[src/rtl/adpcm_uart_tx.sv]
// -----------------------------------------------------------------------------
// adpcm_uart_tx
//
// Packs 4-bit ADPCM codes into bytes (first nibble -> byte[3:0], second ->
// byte[7:4]), queues them in a small byte FIFO and serialises each byte as an
// 8N1 UART frame (start=0, data LSB first, stop=1) at CLKS_PER_BIT clocks per
// bit. Back-to-back bytes go out with no idle gap between frames.
//
// Optional feature: define ADPCM_UART_PARITY_EN to insert an even-parity bit
// (XOR of the 8 data bits) between the last data bit and the stop bit.
//
// Parameters:
//   CLKS_PER_BIT  clock cycles per UART bit (2..65535)
//   FIFO_DEPTH    byte FIFO depth (power of two, 2..64)
//
// Ports:
//   clk       single clock
//   rst_n     asynchronous active-low reset
//   in_valid  in_code is valid this cycle
//   in_code   ADPCM code nibble
//   flush     push out a pending half byte as {4'h0, nibble}
//   clr_ovf   clear the sticky overflow flag
//   tx        UART serial line, idle high
//   busy      frame on tx or FIFO non-empty
//   overflow  sticky: a completed byte was dropped because the FIFO was full
// -----------------------------------------------------------------------------
module adpcm_uart_tx #(
  parameter int CLKS_PER_BIT = 16,
  parameter int FIFO_DEPTH   = 8
) (
  input  logic       clk,
  input  logic       rst_n,
  input  logic       in_valid,
  input  logic [3:0] in_code,
  input  logic       flush,
  input  logic       clr_ovf,
  output logic       tx,
  output logic       busy,
  output logic       overflow
);

  localparam int AW = $clog2(FIFO_DEPTH);
  localparam int CW = $clog2(CLKS_PER_BIT);
  localparam logic [CW-1:0] CNT_MAX = CW'(CLKS_PER_BIT - 1);
  localparam logic [AW:0]   DEPTH_C = (AW + 1)'(FIFO_DEPTH);

  typedef enum logic [2:0] {
    IDLE,
    START,
    DATA,
`ifdef ADPCM_UART_PARITY_EN
    PARITY,
`endif
    STOP
  } state_e;

  // ---------------------------------------------------------------------------
  // Nibble packer
  // ---------------------------------------------------------------------------
  logic       pend_valid_q, pend_valid_d;
  logic [3:0] pend_nib_q,   pend_nib_d;
  logic       push;
  logic [7:0] push_byte;

  // NOTE: every signal assigned in an always_comb gets a default at the top so
  // no path leaves it unassigned, which would infer a latch.
  always_comb begin
    pend_valid_d = pend_valid_q;
    pend_nib_d   = pend_nib_q;
    push         = 1'b0;
    push_byte    = 8'h00;
    if (in_valid) begin
      if (pend_valid_q) begin
        push         = 1'b1;
        push_byte    = {in_code, pend_nib_q};
        pend_valid_d = 1'b0;
      end else begin
        pend_valid_d = 1'b1;
        pend_nib_d   = in_code;
      end
    end
    // Flush looks at the state after this cycle's capture: a nibble that just
    // completed a byte leaves nothing pending, so flush is then a no-op.
    if (flush && pend_valid_d) begin
      push         = 1'b1;
      push_byte    = {4'h0, pend_nib_d};
      pend_valid_d = 1'b0;
    end
  end

  // ---------------------------------------------------------------------------
  // Byte FIFO
  // ---------------------------------------------------------------------------
  logic [7:0]    mem [FIFO_DEPTH];
  logic [AW-1:0] wr_ptr_q, wr_ptr_d;
  logic [AW-1:0] rd_ptr_q, rd_ptr_d;
  logic [AW:0]   count_q,  count_d;
  logic          overflow_q, overflow_d;
  logic          pop;
  logic          wr_en;
  logic          fifo_empty;
  logic          fifo_full;
  logic [7:0]    fifo_rdata;

  assign fifo_empty = (count_q == '0);
  assign fifo_full  = (count_q == DEPTH_C);
  assign fifo_rdata = mem[rd_ptr_q];

  always_comb begin
    // A full FIFO still accepts a push when the transmitter pops in the same
    // cycle; only an unmatched push to a full FIFO is dropped.
    wr_en      = push && (!fifo_full || pop);
    wr_ptr_d   = wr_en ? wr_ptr_q + 1'b1 : wr_ptr_q;
    rd_ptr_d   = pop   ? rd_ptr_q + 1'b1 : rd_ptr_q;
    count_d    = count_q;
    case ({wr_en, pop})
      2'b10:   count_d = count_q + 1'b1;
      2'b01:   count_d = count_q - 1'b1;
      default: count_d = count_q;
    endcase
    // A new drop wins over a same-cycle clear.
    overflow_d = (overflow_q && !clr_ovf) || (push && fifo_full && !pop);
  end

  // NOTE: the storage array has no reset; emptiness is defined by the
  // pointers and count alone, which keeps the array a plain RAM.
  always_ff @(posedge clk) begin
    if (wr_en) begin
      mem[wr_ptr_q] <= push_byte;
    end
  end

  // ---------------------------------------------------------------------------
  // Transmit state machine
  // ---------------------------------------------------------------------------
  state_e        state_q, state_d;
  logic [CW-1:0] cnt_q,   cnt_d;
  logic [2:0]    bit_q,   bit_d;
  logic [7:0]    shift_q, shift_d;
  logic          bit_end;

  assign bit_end = (cnt_q == CNT_MAX);

  always_comb begin
    state_d = state_q;
    bit_d   = bit_q;
    shift_d = shift_q;
    pop     = 1'b0;
    // The bit counter free-runs inside a frame and wraps at every bit boundary.
    if (state_q == IDLE) begin
      cnt_d = '0;
    end else begin
      cnt_d = bit_end ? '0 : cnt_q + 1'b1;
    end

    case (state_q)
      IDLE: begin
        if (!fifo_empty) begin
          pop     = 1'b1;
          shift_d = fifo_rdata;
          state_d = START;
        end
      end
      START: begin
        if (bit_end) begin
          bit_d   = 3'd0;
          state_d = DATA;
        end
      end
      DATA: begin
        if (bit_end) begin
          if (bit_q == 3'd7) begin
`ifdef ADPCM_UART_PARITY_EN
            state_d = PARITY;
`else
            state_d = STOP;
`endif
          end else begin
            bit_d = bit_q + 3'd1;
          end
        end
      end
`ifdef ADPCM_UART_PARITY_EN
      PARITY: begin
        if (bit_end) begin
          state_d = STOP;
        end
      end
`endif
      STOP: begin
        if (bit_end) begin
          // Chain straight into the next start bit so frames stay contiguous.
          if (!fifo_empty) begin
            pop     = 1'b1;
            shift_d = fifo_rdata;
            state_d = START;
          end else begin
            state_d = IDLE;
          end
        end
      end
      default: state_d = IDLE;
    endcase
  end

  // tx is decoded straight from registered state, so reset forces it high
  // without waiting for a clock edge.
  always_comb begin
    tx = 1'b1;
    case (state_q)
      START:   tx = 1'b0;
      DATA:    tx = shift_q[bit_q];
`ifdef ADPCM_UART_PARITY_EN
      PARITY:  tx = ^shift_q;
`endif
      default: tx = 1'b1;
    endcase
  end

  assign busy     = (state_q != IDLE) || !fifo_empty;
  assign overflow = overflow_q;

  // NOTE: state registers use non-blocking assignments so every flop samples
  // the values computed before this edge, independent of statement order.
  always_ff @(posedge clk or negedge rst_n) begin
    if (!rst_n) begin
      pend_valid_q <= 1'b0;
      pend_nib_q   <= 4'h0;
      wr_ptr_q     <= '0;
      rd_ptr_q     <= '0;
      count_q      <= '0;
      overflow_q   <= 1'b0;
      state_q      <= IDLE;
      cnt_q        <= '0;
      bit_q        <= 3'd0;
      shift_q      <= 8'h00;
    end else begin
      pend_valid_q <= pend_valid_d;
      pend_nib_q   <= pend_nib_d;
      wr_ptr_q     <= wr_ptr_d;
      rd_ptr_q     <= rd_ptr_d;
      count_q      <= count_d;
      overflow_q   <= overflow_d;
      state_q      <= state_d;
      cnt_q        <= cnt_d;
      bit_q        <= bit_d;
      shift_q      <= shift_d;
    end
  end

endmodule

[config.mk]
export PLATFORM = sky130hd
export DESIGN_NAME = adpcm_uart_tx
export DESIGN_NICKNAME = d
export VERILOG_FILES = /design/src/rtl/adpcm_uart_tx.sv
export SDC_FILE = /design/constraint.sdc
export NUM_CORES = 1
export LEC_CHECK = 0
export ABC_AREA = 1
export BUFFER_PORTS_ARGS = -buffer_cell sky130_fd_sc_hd__buf_2
export CORE_ASPECT_RATIO = 2
export CORE_MARGIN = 10
export CORE_UTILIZATION = 55
export CTS_CLUSTER_SIZE = 20
export DETAILED_ROUTE_END_ITERATION = 6
export HOLD_SLACK_MARGIN = 0.08
export PLACE_DENSITY = 0.83
export SETUP_SLACK_MARGIN = 0.2
export SLEW_MARGIN = 20
export SYNTH_ARGS = -nofsm -noshare
export SYNTH_HDL_FRONTEND = slang
export SYNTH_SLANG_ARGS = --single-unit
[constraint.sdc]
create_clock -name clk -period 1.9 [get_ports clk]
set_input_delay 0.285 -clock clk [delete_from_list [all_inputs] [get_ports clk]]
set_output_delay 0.285 -clock clk [all_outputs]
set_load 0.02 [all_outputs]
==> summary.md <==
| Metric | Value |
|---|---|
| Final min period | approximately 2.1 ns |
| Via density | approximately 5.8 |
| Pre-antenna DRT Iters | 4 |
| Worst vdd ir | 923 uV |
| Initial core utilization | approximately 56% |
| Pins Over Slew Limit | 0 |
| Met2 Use GR | approximately 33% |
| Overflow after GRT | 0 |
| Logic gate share of total power | a little under a fifth |
| Area after DPL | about 4700 um^2 |
| RSZ-0062 raised after global routing | yes |
| Data required, critical path | 2.14 ns |
| DR vias | ~3300 |
| CTS root buf | clkbuf_16 |
| Layout cells sized above 1 | 30.1% |
| Clock transition at path regs | about 0.060 ns |
| Die Span Y | 145 um |
| Die X | 82.4 um |
| Clock share of power | about 32% |
| Cells after Synth | between 400 and 500 |
| Leakage | between 0.002 and 0.0025 uW |
| Relative max-transition margin | roughly half |
| Antenna diodes | 0 |
| CTS tree | built |
| PD cells | 1000 nW/um^2 |
| TritonCTS Sinks | just under 100 |
| All-layer global routing usage | between 15 and 20% |
| Crit start category | register |
| Setup ws final | -0.181 ns |
| Sw frac | 28.2% |
| Final Cycle Share | 110% |
| H-Tree Depth | 3 |
| Row cnt | 45 |
| Critical Path Sink Type | register |
| Finished layout cell area | around 5500 um^2 |
| Net switching power | around 1600 uW |
| Routed len/inst | about 19 um |
| Most Crowded Layer GR | met2 |
| Fillers | 461 |
| Nets | 490 |
| Kind of critical path | reg2reg |
| CP max FO | 4 |
| Initial antenna violation count | 0 |
| Util after Layout | 72.3% |
| # IOs | 12 |
| Vias in the first global route | 3486 |
| Synth top area cells | edfxtp_1, dfrtp_1, o21ai_0 |
| First-pass GRT wire length | about 17000 um |
| Total power | approximately 5500 uW |
| Post-Syn Area per Cell | about 11 um^2 |
| Area leader, netlist | edfxtp_1 |
| GPL Wtd Cong | 0.808 |
| Number of nets with antenna violations after routing | 0 |
| Seq/Total Area, Yosys | 64.2% |
| Synth-to-layout area growth | 28.6% |
| Post-synth top area share | between 40% and 50% |
| Worst skew pair latency | between 0.3 and 0.4 ns |
| Max clock buf depth | 2 |
| Final setup fails | between 70 and 80 |
| Cell variety after synth | 33 |
| Ys Warns | 0 |
| First DRT Iteration DRCs | around 290 |
| Clock skew | a little under 0.007 ns |
| Die area | between 10000 and 15000 um^2 |
| Hold Fails Final Rpt | 0 |
| Largest net degree at the start of global routing | 35 |
| Actual slew at the worst max-slew pin | between 0.7 and 0.8 ns |
| Seq cells post-synth | 97 |
| Max-Cap Viols | 0 |
| Violated checks | setup timing |
| Max Freq | approximately 480 MHz |
| Mapped Area | between 4000 and 5000 um^2 |
| Met3 global-route usage | under 10% |
| Final wirelength | 10700 um |
| Post-Syn Nets | approximately 420 |
| HP Class | in2reg |
| Detail Placement HPWL | ~6300 um |
| Grt met1 use | about a fifth |
| Seq pwr share | 48.4% |
| Run status | finished, violations left |
| Int Power | roughly 4000 uW |
| Core box area | 7600 um^2 |
| CTS Buf Count | 9 |
| I/O Buffers | 11 |
| CP arrival | ~2.3 ns |
| # DRC | 0 |
[repair_timing]
| item | CTS | global route |
|---|---|---|
| hold buffers | 1 | 0 |
| endpoints found under the setup margin | 77 | 93 |
| hold endpoints to repair | 33 | 0 |
| setup buffers | 13 | 5 |
| pin swaps | 22 | 18 |
| gates cloned | 0 | 1 |
| gates resized for setup | 58 | 29 |
[placed cells by master (no fill, tap or decap), types with 13 or more instances in the layout]
cell type and n:
buf_4 43, buf_6 13, dfrtp_1 32, edfxtp_1 64, inv_1 35, nand2_1 35, nor2_1 59, o211ai_1 16
o21ai_0 44
[critical path: stages, from the launching register on]
cell and delay [ns]:
dfrtp_1 0.43, nor2_1 0.27, nand2_2 0.11, nand2_2 0.10, inv_2 0.06, buf_6 0.11
buf_6 0.10, nand4_1 0.12, nand2_1 0.10, inv_2 0.09, ha_4 0.12, inv_2 0.03
nand2_1 0.05, nand2_1 0.08, nand2_1 0.08, nand2_1 0.05, nand2_1 0.06, inv_1 0.03
[cell usage after synthesis, drive strengths merged]
master,number
nand3b,2
xnor2,1
nand4,3
nor3,1
ha,11
buf,5
nand3,17
o31ai,1
o221ai,1
clkbuf,7
o211ai,16
nand2,46
nor2,71
a211oi,1
or2,2
a21oi,7
o21ai,58
dfrtp,33
edfxtp,64
a32o,1
xor2,5
o22ai,3
inv,45
[metal layers]
metal,up-vias,share of wire (%)
met5,-,0
met4,0,4.8
met3,50,5.0
met2,145,56
met1,1602,34
li1,1511,-
[cell families after synthesis]
| group | Yosys count | synth area share (%) |
|---|---|---|
| AOI/OAI and AO/OA | 88 | 11.7 |
| xor gates and xnor gates | 6 | 1.23 |
| adders and majority gates | 11 | 3.22 |
| buffers and inverters | 57 | 5.18 |
| DFF | 97 | 64.2 |
| and+or+nand+nor | 142 | 14.4 |
[stage by stage]
step | cells | hold WS [ns] | setup TNS, ns | worst slack (ns)
6_report | 569 | 0.115 | -5.94 | -0.181
5_1_grt | 569 | 0.121 | -12.78 | -0.264
4_1_cts | 563 | 0.112 | -1.48 | -0.0628
3_5_place_dp | 533 | 0.394 | -2.59 | -0.0750
3_3_place_gp | 533 | 0.379 | -0.0142 | -0.00196
2_1_floorplan | 401 | -0.0106 | 0 | 0.0149
[power groups by stage]
stage | Combinational, uW | Clock (uW) | Sequential, uW
after detailed placement | 780 | 0 | 2670
after floorplan | 479 | 0 | 2660
final | 1060 | 1780 | 2660
after global routing | 1140 | 1880 | 2670
after CTS | 934 | 1800 | 2640
after global placement | 747 | 0 | 2660
[registers in the layout, indices dropped and copies added (netlist names)]
| signal | count |
|---|---|
| bit_q | 3 |
| overflow | 1 |
| pend_nib_q | 4 |
| pend_valid_q | 1 |
| cnt_q | 4 |
| wr_ptr_q | 3 |
| count_q | 4 |
| state_q | 2 |
| mem | 64 |
| rd_ptr_q | 3 |
| shift_q | 8 |
[layout make-up]
cell class              count  area, um^2  share of cell area, %
inverters                  45         169                   3.07
flip-flops and latches     97        2750                   50.0
repair buffers             70         584                   10.6
multi-input cells         247        1580                   28.8
clock buffers              11         243                   4.42
clock inverters             5        53.8                  0.979
well taps                  94         118                   2.14
[worst paths after layout]
check	from	end	slack, ns	cells past startpoint
hold reg to reg	cnt_q[0]	cnt_q[0]	0.48	1
min in group asynchronous	rst_n	cnt_q[2]	0.55	2
max in group asynchronous	rst_n	bit_q[0]	0.81	2
setup reg to reg	count_q[1]	count_q[2]	-0.18	17
hold / removal	flush	pend_valid_q	0.11	2
setup / recovery	count_q[1]	count_q[2]	-0.18	17
Power figures use the tool's default switching activity.
